File: config.mk
export PLATFORM = sky130hd
export DESIGN_NAME = a_inv_stream_tx
export DESIGN_NICKNAME = d
export VERILOG_FILES = /design/src/rtl/a_inv_stream_tx_pkg.sv /design/src/rtl/a_inv_rise_det.sv /design/src/rtl/a_inv_stream_tx.sv
export SDC_FILE = /design/constraint.sdc
export NUM_CORES = 1
export LEC_CHECK = 0
export CAP_MARGIN = 20
export CORE_ASPECT_RATIO = 1.25
export CORE_MARGIN = 2
export CORE_UTILIZATION = 25
export CTS_CLUSTER_DIAMETER = 100
export DETAILED_ROUTE_END_ITERATION = 10
export PLACE_DENSITY = 0.56
export SLEW_MARGIN = 10
export SYNTH_ARGS = -nofsm -noshare
export SYNTH_HDL_FRONTEND = slang
export SYNTH_SLANG_ARGS = --single-unit
export TNS_END_PERCENT = 10
File: constraint.sdc
create_clock -name I_sys_clk -period 2.4 [get_ports I_sys_clk]
set_input_delay 0.48 -clock I_sys_clk [delete_from_list [all_inputs] [get_ports I_sys_clk]]
set_output_delay 0.48 -clock I_sys_clk [all_outputs]
set_load 0.02 [all_outputs]
File: src/rtl/a_inv_stream_tx_pkg.sv
// Shared definitions for the inverse-result transmit path.
// Holds entry/tag widths, the FSM state encoding, the word index map
// (A11, A12, A21, A22) and the packed payload of one outgoing word.
package a_inv_stream_tx_pkg;

  localparam int unsigned DATA_W    = 64;
  localparam int unsigned TAG_W     = 8;
  localparam int unsigned IDX_W     = 2;
  localparam int unsigned NUM_WORDS = 4;

  // Transmit FSM encoding
  typedef enum logic [0:0] {
    ST_IDLE = 1'b0,
    ST_SEND = 1'b1
  } state_t;

  // Word order on the stream
  localparam logic [IDX_W-1:0] IDX_A11  = 2'd0;
  localparam logic [IDX_W-1:0] IDX_A12  = 2'd1;
  localparam logic [IDX_W-1:0] IDX_A21  = 2'd2;
  localparam logic [IDX_W-1:0] IDX_A22  = 2'd3;
  localparam logic [IDX_W-1:0] IDX_LAST = IDX_A22;

  // One word as presented on the output interface
  typedef struct packed {
    logic [DATA_W-1:0] data;
    logic [IDX_W-1:0]  idx;
    logic              last;
    logic [TAG_W-1:0]  tag;
  } tx_word_t;

  // Saturating increment used by the dropped-frame counter
  function automatic logic [TAG_W-1:0] sat_inc(input logic [TAG_W-1:0] v);
    return (v == {TAG_W{1'b1}}) ? v : v + TAG_W'(1);
  endfunction

endpackage : a_inv_stream_tx_pkg

File: src/rtl/a_inv_rise_det.sv
// Rising-edge detector for the level valid from the inverse latch.
// Ports:
//   i_clk     - clock, rising edge
//   i_rst_n   - asynchronous active-low reset
//   i_valid   - level valid input
//   o_rise_c  - combinational: i_valid high while last sample was low
// The previous sample resets low, so a valid that is already high when
// reset releases reports a rise in the first active cycle.
module a_inv_rise_det (
  input  logic i_clk,
  input  logic i_rst_n,
  input  logic i_valid,
  output logic o_rise_c
);

  logic r_valid_d;

  // Previous-cycle sample of valid
  always_ff @(posedge i_clk or negedge i_rst_n) begin
    if (!i_rst_n) begin
      r_valid_d <= 1'b0;
    end else begin
      r_valid_d <= i_valid;
    end
  end

  assign o_rise_c = i_valid & ~r_valid_d;

endmodule : a_inv_rise_det

File: src/rtl/a_inv_stream_tx.sv
// Transmit side of the latched 2x2 inverse result.
// Captures the four held entries on a rising edge of I_A_inv_valid and
// streams them as A11, A12, A21, A22 over a valid/ready interface, tagging
// each frame with a wrapping sequence number. A rise that arrives while a
// frame is still in flight (and not on its final accept) is dropped and
// reported through O_overrun / O_overrun_cnt.
// Ports:
//   I_sys_clk, I_sys_rstn         - clock, async active-low reset
//   I_A11..I_A22_inv_final        - held inverse entries
//   I_A_inv_valid                 - level valid for the entries
//   I_tx_ready                    - downstream ready
//   O_tx_valid/data/idx/last/tag  - outgoing word (all registered)
//   O_busy                        - frame in flight (mirrors O_tx_valid)
//   O_overrun                     - one-cycle pulse per dropped frame
//   O_overrun_cnt                 - saturating dropped-frame count
module a_inv_stream_tx
  import a_inv_stream_tx_pkg::*;
(
  input  logic              I_sys_clk,
  input  logic              I_sys_rstn,
  input  logic [DATA_W-1:0] I_A11_inv_final,
  input  logic [DATA_W-1:0] I_A12_inv_final,
  input  logic [DATA_W-1:0] I_A21_inv_final,
  input  logic [DATA_W-1:0] I_A22_inv_final,
  input  logic              I_A_inv_valid,
  input  logic              I_tx_ready,
  output logic              O_tx_valid,
  output logic [DATA_W-1:0] O_tx_data,
  output logic [IDX_W-1:0]  O_tx_idx,
  output logic              O_tx_last,
  output logic [TAG_W-1:0]  O_tx_tag,
  output logic              O_busy,
  output logic              O_overrun,
  output logic [TAG_W-1:0]  O_overrun_cnt
);

  logic              w_rise;
  logic              w_accept;
  logic              w_final;
  logic              w_capture;
  logic              w_drop;
  logic [IDX_W-1:0]  w_idx_inc;

  state_t            r_state;
  state_t            w_state_nxt;

  logic [DATA_W-1:0] r_buf [NUM_WORDS];

  tx_word_t          r_word;
  tx_word_t          w_word_nxt;
  logic              r_tx_valid;
  logic              w_tx_valid_nxt;
  logic [TAG_W-1:0]  r_frame_cnt;
  logic [TAG_W-1:0]  w_frame_cnt_nxt;
  logic              r_ovr;
  logic              w_ovr_nxt;
  logic [TAG_W-1:0]  r_ovr_cnt;
  logic [TAG_W-1:0]  w_ovr_cnt_nxt;

  // Valid edge detection
  a_inv_rise_det u_rise_det (
    .i_clk    (I_sys_clk),
    .i_rst_n  (I_sys_rstn),
    .i_valid  (I_A_inv_valid),
    .o_rise_c (w_rise)
  );

  // Handshake and frame-admission decisions
  assign w_accept  = r_tx_valid & I_tx_ready;
  assign w_final   = w_accept & (r_word.idx == IDX_LAST);
  // A rise on the last accept starts the next frame back-to-back
  assign w_capture = w_rise & ((r_state == ST_IDLE) | w_final);
  assign w_drop    = w_rise & (r_state == ST_SEND) & ~w_final;
  assign w_idx_inc = r_word.idx + IDX_W'(1);

  // State register
  always_ff @(posedge I_sys_clk or negedge I_sys_rstn) begin
    if (!I_sys_rstn) begin
      r_state <= ST_IDLE;
    end else begin
      r_state <= w_state_nxt;
    end
  end

  // Next-state logic
  always_comb begin
    w_state_nxt = r_state;
    case (r_state)
      ST_IDLE: begin
        if (w_rise) begin
          w_state_nxt = ST_SEND;
        end
      end
      ST_SEND: begin
        if (w_final && !w_rise) begin
          w_state_nxt = ST_IDLE;
        end
      end
      default: begin
        w_state_nxt = ST_IDLE;
      end
    endcase
  end

  // Next values of the registered outputs and counters
  always_comb begin
    w_word_nxt      = r_word;
    w_tx_valid_nxt  = r_tx_valid;
    w_frame_cnt_nxt = r_frame_cnt;
    w_ovr_nxt       = 1'b0;
    w_ovr_cnt_nxt   = r_ovr_cnt;

    if (w_capture) begin
      // First word comes straight from the inputs; the buffer loads in parallel
      w_tx_valid_nxt  = 1'b1;
      w_word_nxt.data = I_A11_inv_final;
      w_word_nxt.idx  = IDX_A11;
      w_word_nxt.last = 1'b0;
      w_word_nxt.tag  = r_frame_cnt;
      w_frame_cnt_nxt = r_frame_cnt + TAG_W'(1);
    end else if (w_final) begin
      w_tx_valid_nxt  = 1'b0;
      w_word_nxt.idx  = IDX_A11;
      w_word_nxt.last = 1'b0;
    end else if (w_accept) begin
      w_word_nxt.data = r_buf[w_idx_inc];
      w_word_nxt.idx  = w_idx_inc;
      w_word_nxt.last = (w_idx_inc == IDX_LAST);
    end

    if (w_drop) begin
      w_ovr_nxt     = 1'b1;
      w_ovr_cnt_nxt = sat_inc(r_ovr_cnt);
    end
  end

  // Output and counter registers
  always_ff @(posedge I_sys_clk or negedge I_sys_rstn) begin
    if (!I_sys_rstn) begin
      r_word      <= '0;
      r_tx_valid  <= 1'b0;
      r_frame_cnt <= '0;
      r_ovr       <= 1'b0;
      r_ovr_cnt   <= '0;
    end else begin
      r_word      <= w_word_nxt;
      r_tx_valid  <= w_tx_valid_nxt;
      r_frame_cnt <= w_frame_cnt_nxt;
      r_ovr       <= w_ovr_nxt;
      r_ovr_cnt   <= w_ovr_cnt_nxt;
    end
  end

  // Frame buffer; only written when a frame is admitted
  always_ff @(posedge I_sys_clk or negedge I_sys_rstn) begin
    if (!I_sys_rstn) begin
      for (int i = 0; i < int'(NUM_WORDS); i++) begin
        r_buf[i] <= '0;
      end
    end else if (w_capture) begin
      r_buf[IDX_A11] <= I_A11_inv_final;
      r_buf[IDX_A12] <= I_A12_inv_final;
      r_buf[IDX_A21] <= I_A21_inv_final;
      r_buf[IDX_A22] <= I_A22_inv_final;
    end
  end

  assign O_tx_valid    = r_tx_valid;
  assign O_tx_data     = r_word.data;
  assign O_tx_idx      = r_word.idx;
  assign O_tx_last     = r_word.last;
  assign O_tx_tag      = r_word.tag;
  assign O_busy        = r_tx_valid;
  assign O_overrun     = r_ovr;
  assign O_overrun_cnt = r_ovr_cnt;

endmodule : a_inv_stream_tx

### Word level (Yosys, flattened, before mapping)

Index checks and enable logic that the tools add are counted.

* bits in registers: 351
* bits in latches: 0
* memory bits (writable): 0
* bits in read-only memories: 0
* output and inout bits: 86
* word-level logic and storage cells: 54
* memories kept: 0

* add/subtract/negate cells: 3
* multipliers: 0
* div/mod/pow operators: 0
* magnitude comparators: 1
* eq/ne operators: 4
* shift operators: 0
* mux-type cells: 13
* bitwise operators: 12
* reductions and logical operators: 7

Operators by type and width (number)
* 2-to-1 mux 64 bit: 3
* 2-to-1 mux 67 bit: 2
* binary-select mux 64 bit (select 2 bit): 1
* adder 8 x 1 -> 8 bit, second input constant: 2
* equality test 8 bit, second input constant: 1
* bitwise AND 1 bit: 6
* 2-to-1 mux 1 bit: 5
* equality test 2 bit, second input constant: 2
* inverter 1 bit: 4
* AND reduction 2 bit: 2
* nonzero test 2 bit: 2
* >= comparator 3 bit, second input constant: 1
* 2-to-1 mux 3 bit: 1
* inverter 2 -> 3 bit: 1
* nonzero test 3 bit: 1
* adder 2 x 1 -> 2 bit, second input constant: 1
* != test 2 x 1 -> 1 bit, second input constant: 1
* one-hot mux 1 bit (2 select lines): 1
* logical AND 1 bit: 1
* logical NOT 1 bit: 1
* OR 1 bit: 1

### Longest topological paths before layout

* depth after elaboration: 8
* gate-level depth with buffers: 10

### Modules after synthesis

From an unflattened synthesis, not the netlist that was laid out.

* cells, all modules: 1579
* area, all modules: 15159.5 um^2

By module, submodules not included
* a_inv_stream_tx: instances 1, cells an instance 1577, area each 15120.8 um^2, sequential area each 8758.4 um^2
* a_inv_rise_det: instances 1, cells an instance 2, area each 38.8 um^2, sequential area each 25.0 um^2

### Worst setup path after synthesis

OpenSTA, ideal clock, no wires.

* path kind: reg2reg
* start: register r_word, in the netlist O_tx_idx[0]
* end: register r_word, in the netlist O_tx_data[56]
* library setup time: 0.130 ns
* arrival time: 2.312 ns
* data required time: 2.270 ns
* path slack: -0.042 ns
* stages on the path, launching flop included: 11
* buffers on the path: 5
* cells stage by stage: dfrtp_1 buf_2 buf_6 buf_4 inv_1 ha_1 buf_2 clkbuf_1 mux4_2 nand2_1 a31oi_1

* longest elaborated chain between the ends: 8
* elaborated cells on any way between the ends: 15
* those cells by class: add/sub: 1; eq/ne: 2; mux: 6; bitwise: 4; reduce/logical: 2

Ends and longest elaborated chain
* start: declaration: RTL line a_inv_stream_tx.sv:49 `tx_word_t r_word;`
* start signal: assignment: RTL line a_inv_stream_tx.sv:146 `r_word <= w_word_nxt;`
* adder 2 x 1 -> 2 bit: RTL line a_inv_stream_tx.sv:74 `assign w_idx_inc = r_word.idx + IDX_W'(1);`
* inverter 2 -> 3 bit (implied by the code): RTL line a_inv_stream_tx.sv:126 `w_word_nxt.data = r_buf[w_idx_inc];`
* binary-select mux 64 bit (select 2 bit): RTL line a_inv_stream_tx.sv:126
* 2-to-1 mux 64 bit (implied by the code) (2 in a row): RTL line a_inv_stream_tx.sv:126
* 2-to-1 mux 67 bit: RTL line a_inv_stream_tx.sv:125 `end else if (w_accept) begin`
* 2-to-1 mux 64 bit: RTL line a_inv_stream_tx.sv:121 `end else if (w_final) begin`
* 2-to-1 mux 67 bit: RTL line a_inv_stream_tx.sv:113 `if (w_capture) begin`

Parallel ways exist; a longest one is shown, timed or not. The select of a mux whose other input is x is not followed.
A chain may end at the register's enable or synchronous reset.

### Worst setup path in the final report

* start: register r_tx_valid (netlist: O_busy)
* end: output O_busy

RTL lines
* start: declaration: RTL line a_inv_stream_tx.sv:51 `logic r_tx_valid;`
* start signal: assignment: RTL line a_inv_stream_tx.sv:147 `r_tx_valid <= w_tx_valid_nxt;`
* end: declaration: RTL line a_inv_stream_tx.sv:32 `output logic O_busy,`

No word-level cell between the ends.

==> impl_metrics.json <==
{
  "nFillCells": 5938,
  "ys_ff_latch": 351,
  "pin_count": 346,
  "fp.dieH_um": 278,
  "setup_violations": 0,
  "synth_top_cell_area_share_pct": 58.5,
  "dp_hpwl_um": 32000,
  "crit_fanout": 8,
  "critical_path_class": "reg2out",
  "tightest_slew_ns": 0.635,
  "ir_worst_vdd_v": 0.000739,
  "status": "finished, final reports clean",
  "cts_buffers": 40,
  "yosys.area.top_type": "dfrtp_1",
  "h-tree-depth": 2,
  "clock_skew_ns": 0.0182,
  "critPathLaunch": "O_busy$_DFFE_PN0P_",
  "r2r_cells": 7,
  "synthCells": 1575,
  "grt_pass1_wl_um": 70900,
  "rsz0062_at_grt": "false",
  "die_w_um": 223,
  "final_common_cell": "nand2_1",
  "drc": 0,
  "vias": 11800,
  "crit_arrival_ns": 1.77,
  "clkSinkCount": 351,
  "critPathTopFamily": "buffers and inverters",
  "finish.net_count": 2175,
  "finalCritPeriodShare_pct": 93.8,
  "cts_buffer_depth": 3,
  "dp_cells": 2633,
  "synth_area_um2": 15000,
  "netSwitchingFraction_pct": 35.2,
  "leakage_uw": 0.00982,
  "slew_headroom_pct": 57.6,
  "worstPathRequired_ns": 1.92,
  "cpMaxStageDelayCell": "clkdlybuf4s50_1",
  "power_uw": 26900,
  "area_growth_pct": 39.2,
  "final_layout_size_suffix_gt1_share_pct": 9.10,
  "p_int_uw": 17400,
  "hold_path_class": "in2reg",
  "grt_max_degree": 89,
  "portBuffers": 345,
  "cap_violations": 0,
  "cts_tree": "done",
  "ys_warn_count": 0,
  "p_per_area_nw_per_um2": 1280,
  "reg2reg_to": "O_tx_data[31]$_DFFE_PN0P_",
  "coreArea_um2": 59400,
  "critPathMaxStageDelay_ns": 0.73,
  "power.switching_uw": 9440,
  "stdcell_count": 2708,
  "async_flop_share_pct": 100,
  "regArea_um2": 8790,
  "holdWs_ns": 0.398,
  "synth_ff_type": "dfrtp_1",
  "cp-end-kind": "output pin",
  "drtAntennaViolNets": 0,
  "min_period_ns": 2.25,
  "p_comb_share_pct": 39.5,
  "regToRegStartpoint": "O_tx_idx[0]$_DFFE_PN0P_",
  "grt_antenna_before_repair": 10,
  "routed_wl_um": 45200,
  "yosysUniqueCellTypes": 29,
  "start_util_pct": 25.3,
  "viasPerCell": 4.37,
  "grt_remaining_overflow": 0,
  "synth_area_per_cell_um2": 9.54,
  "track_usage_pct": 14.5,
  "post_drt_wl_per_cell_um": 16.7,
  "worstPathCellList": "clkdlybuf4s50_1",
  "critPathBufInv": 1,
  "multi_input_area_um2": 5820,
  "die_area_um2": 62100,
  "clock_power_share_pct": 21.3,
  "seqPwrFrac_pct": 39.1,
  "synth-seq-area-share_pct": 58.5,
  "critical_path_depth": 1,
  "final_cell_mix": "nand2_1, dfrtp_1, clkdlybuf4s50_1, nor2_1, mux4_2",
  "drtIter0Drc": 762,
  "gp_congestion": 0.797,
  "crit_path_end": "O_busy",
  "r2r_slack_ns": 0.26,
  "first_pass_iters": 5,
  "synth_fp_nets": 1839,
  "root_buffer": "clkbuf_16",
  "fp-row-count": 100,
  "hold_viol": 0,
  "crit_path_start_kind": "register",
  "slew_viol_final": 0,
  "clock_latency_ns": 0.55,
  "path_clk_slew_ns": 0.06,
  "fmaxAchievable_mhz": 444,
  "yosys-top-cells-area": "dfrtp_1, nand2_1, mux4_2, a31oi_1, buf_2",
  "first_global_vias": 12600,
  "synth-edff-count": 0
}
power by group through the flow:
stage / Clock, uW / Sequential (uW) / Combinational, uW
final: 5730 / 10500 / 10600
after floorplan: 0 / 10900 / 6220
after CTS: 5950 / 10500 / 10800
after global routing: 6200 / 10900 / 11800
after detailed placement: 0 / 10600 / 10800
after global placement: 0 / 10400 / 10600
cell type report:
cell class	count	share of cell area (%)
sequential	351	42.0
multi-input combinational	1127	27.8
timing repair buffer	390	19.7
clock buffer	54	5.38
tap	765	4.58
clock inverter	12	0.341
antenna	8	0.0958
inverter	1	0.0180
metal layers:
layer  part of all wire, %  track usage, %  vias to the layer above  wire length (um)
met3                   5.6            3.25                       78              2510
met4                   3.4            6.41                        4              1520
li1                      -               -                     5725                 -
met5                 0.053               0                        -                24
met2                    49            24.9                      275             22300
met1                    42            17.5                     5756             18900
cells in the mapped netlist, types with 2 or more instances:
library cell and n:
nand2_1 874, dfrtp_1 351, nor2_1 71, mux4_2 64, a31oi_1 58, buf_2 57, clkbuf_1 31, a21oi_1 15
xnor2_1 6, xor2_1 6, nand3_1 5, buf_4 4, ha_1 4, nor3_1 4, buf_1 3, mux2_2 3
nor4_1 3, and3_1 2, nand2b_1 2, nand4_1 2, nor4b_1 2
what timing repair did:
item | in CTS | in global routing
resized for setup | 0 | 1
hold buffers | 1 | 0
endpoints found under the setup margin | 0 | 1
endpoints found under the hold margin | 38 | 0
buffers inserted | 0 | 0
worst min path at each step:
stage / from / to / slack, ns / cells after the start
floorplan: I_sys_rstn / O_busy$_DFFE_PN0P_ / 0.18 / 0
global placement: I_sys_rstn / r_buf[21]$_DFFE_PN0P_ / 0.45 / 1
detailed placement: I_sys_rstn / r_buf[21]$_DFFE_PN0P_ / 0.45 / 1
CTS: I_A_inv_valid / u_rise_det.r_valid_d$_DFF_PN0_ / 0.36 / 1
global route: I_A_inv_valid / u_rise_det.r_valid_d$_DFF_PN0_ / 0.39 / 1
finish: I_A_inv_valid / u_rise_det.r_valid_d$_DFF_PN0_ / 0.40 / 1
state kept, by name, indices dropped and copies added (netlist names):
register and cells:
O_tx_last 1, O_busy 1, r_state 1, O_tx_idx 2, r_frame_cnt 8, O_tx_data 64
O_overrun_cnt 8, r_buf 256, O_tx_tag 8, O_overrun 1, u_rise_det.r_valid_d 1
metrics by stage:
| stage | setup TNS (ns) | util, % | area, um^2 | worst slack, ns |
|---|---|---|---|---|
| final | 0 | 35.2 | 20900 | 0.148 |
| after global routing | 0 | 35.2 | 20900 | 0.0298 |
| after CTS | 0 | 35.1 | 20900 | 0.0399 |
| after detailed placement | 0 | 33.1 | 19700 | 0.0651 |
| after global placement | 0 | 33.1 | 19700 | 0.0796 |
| after floorplan | -0.128 | - | 15000 | -0.0313 |
logic make-up (layout without fill, tap and decap cells):
| kind of cell | Yosys count | in the layout | synth area share (%) |
|---|---|---|---|
| AND/OR/NAND/NOR | 967 | 967 | 24.5 |
| AO/OA/AOI/OAI | 77 | 77 | 3.13 |
| flip-flops | 351 | 351 | 58.5 |
| multiplexers | 67 | 67 | 9.82 |
| adder cells (fa/ha/maj) | 4 | 4 | 0.333 |
| buffers and inverters | 97 | 457 | 3.05 |
| other | 0 | 8 | 0 |
| XOR/XNOR | 12 | 12 | 0.700 |
Note: power is estimated with default switching activity, not from simulation.
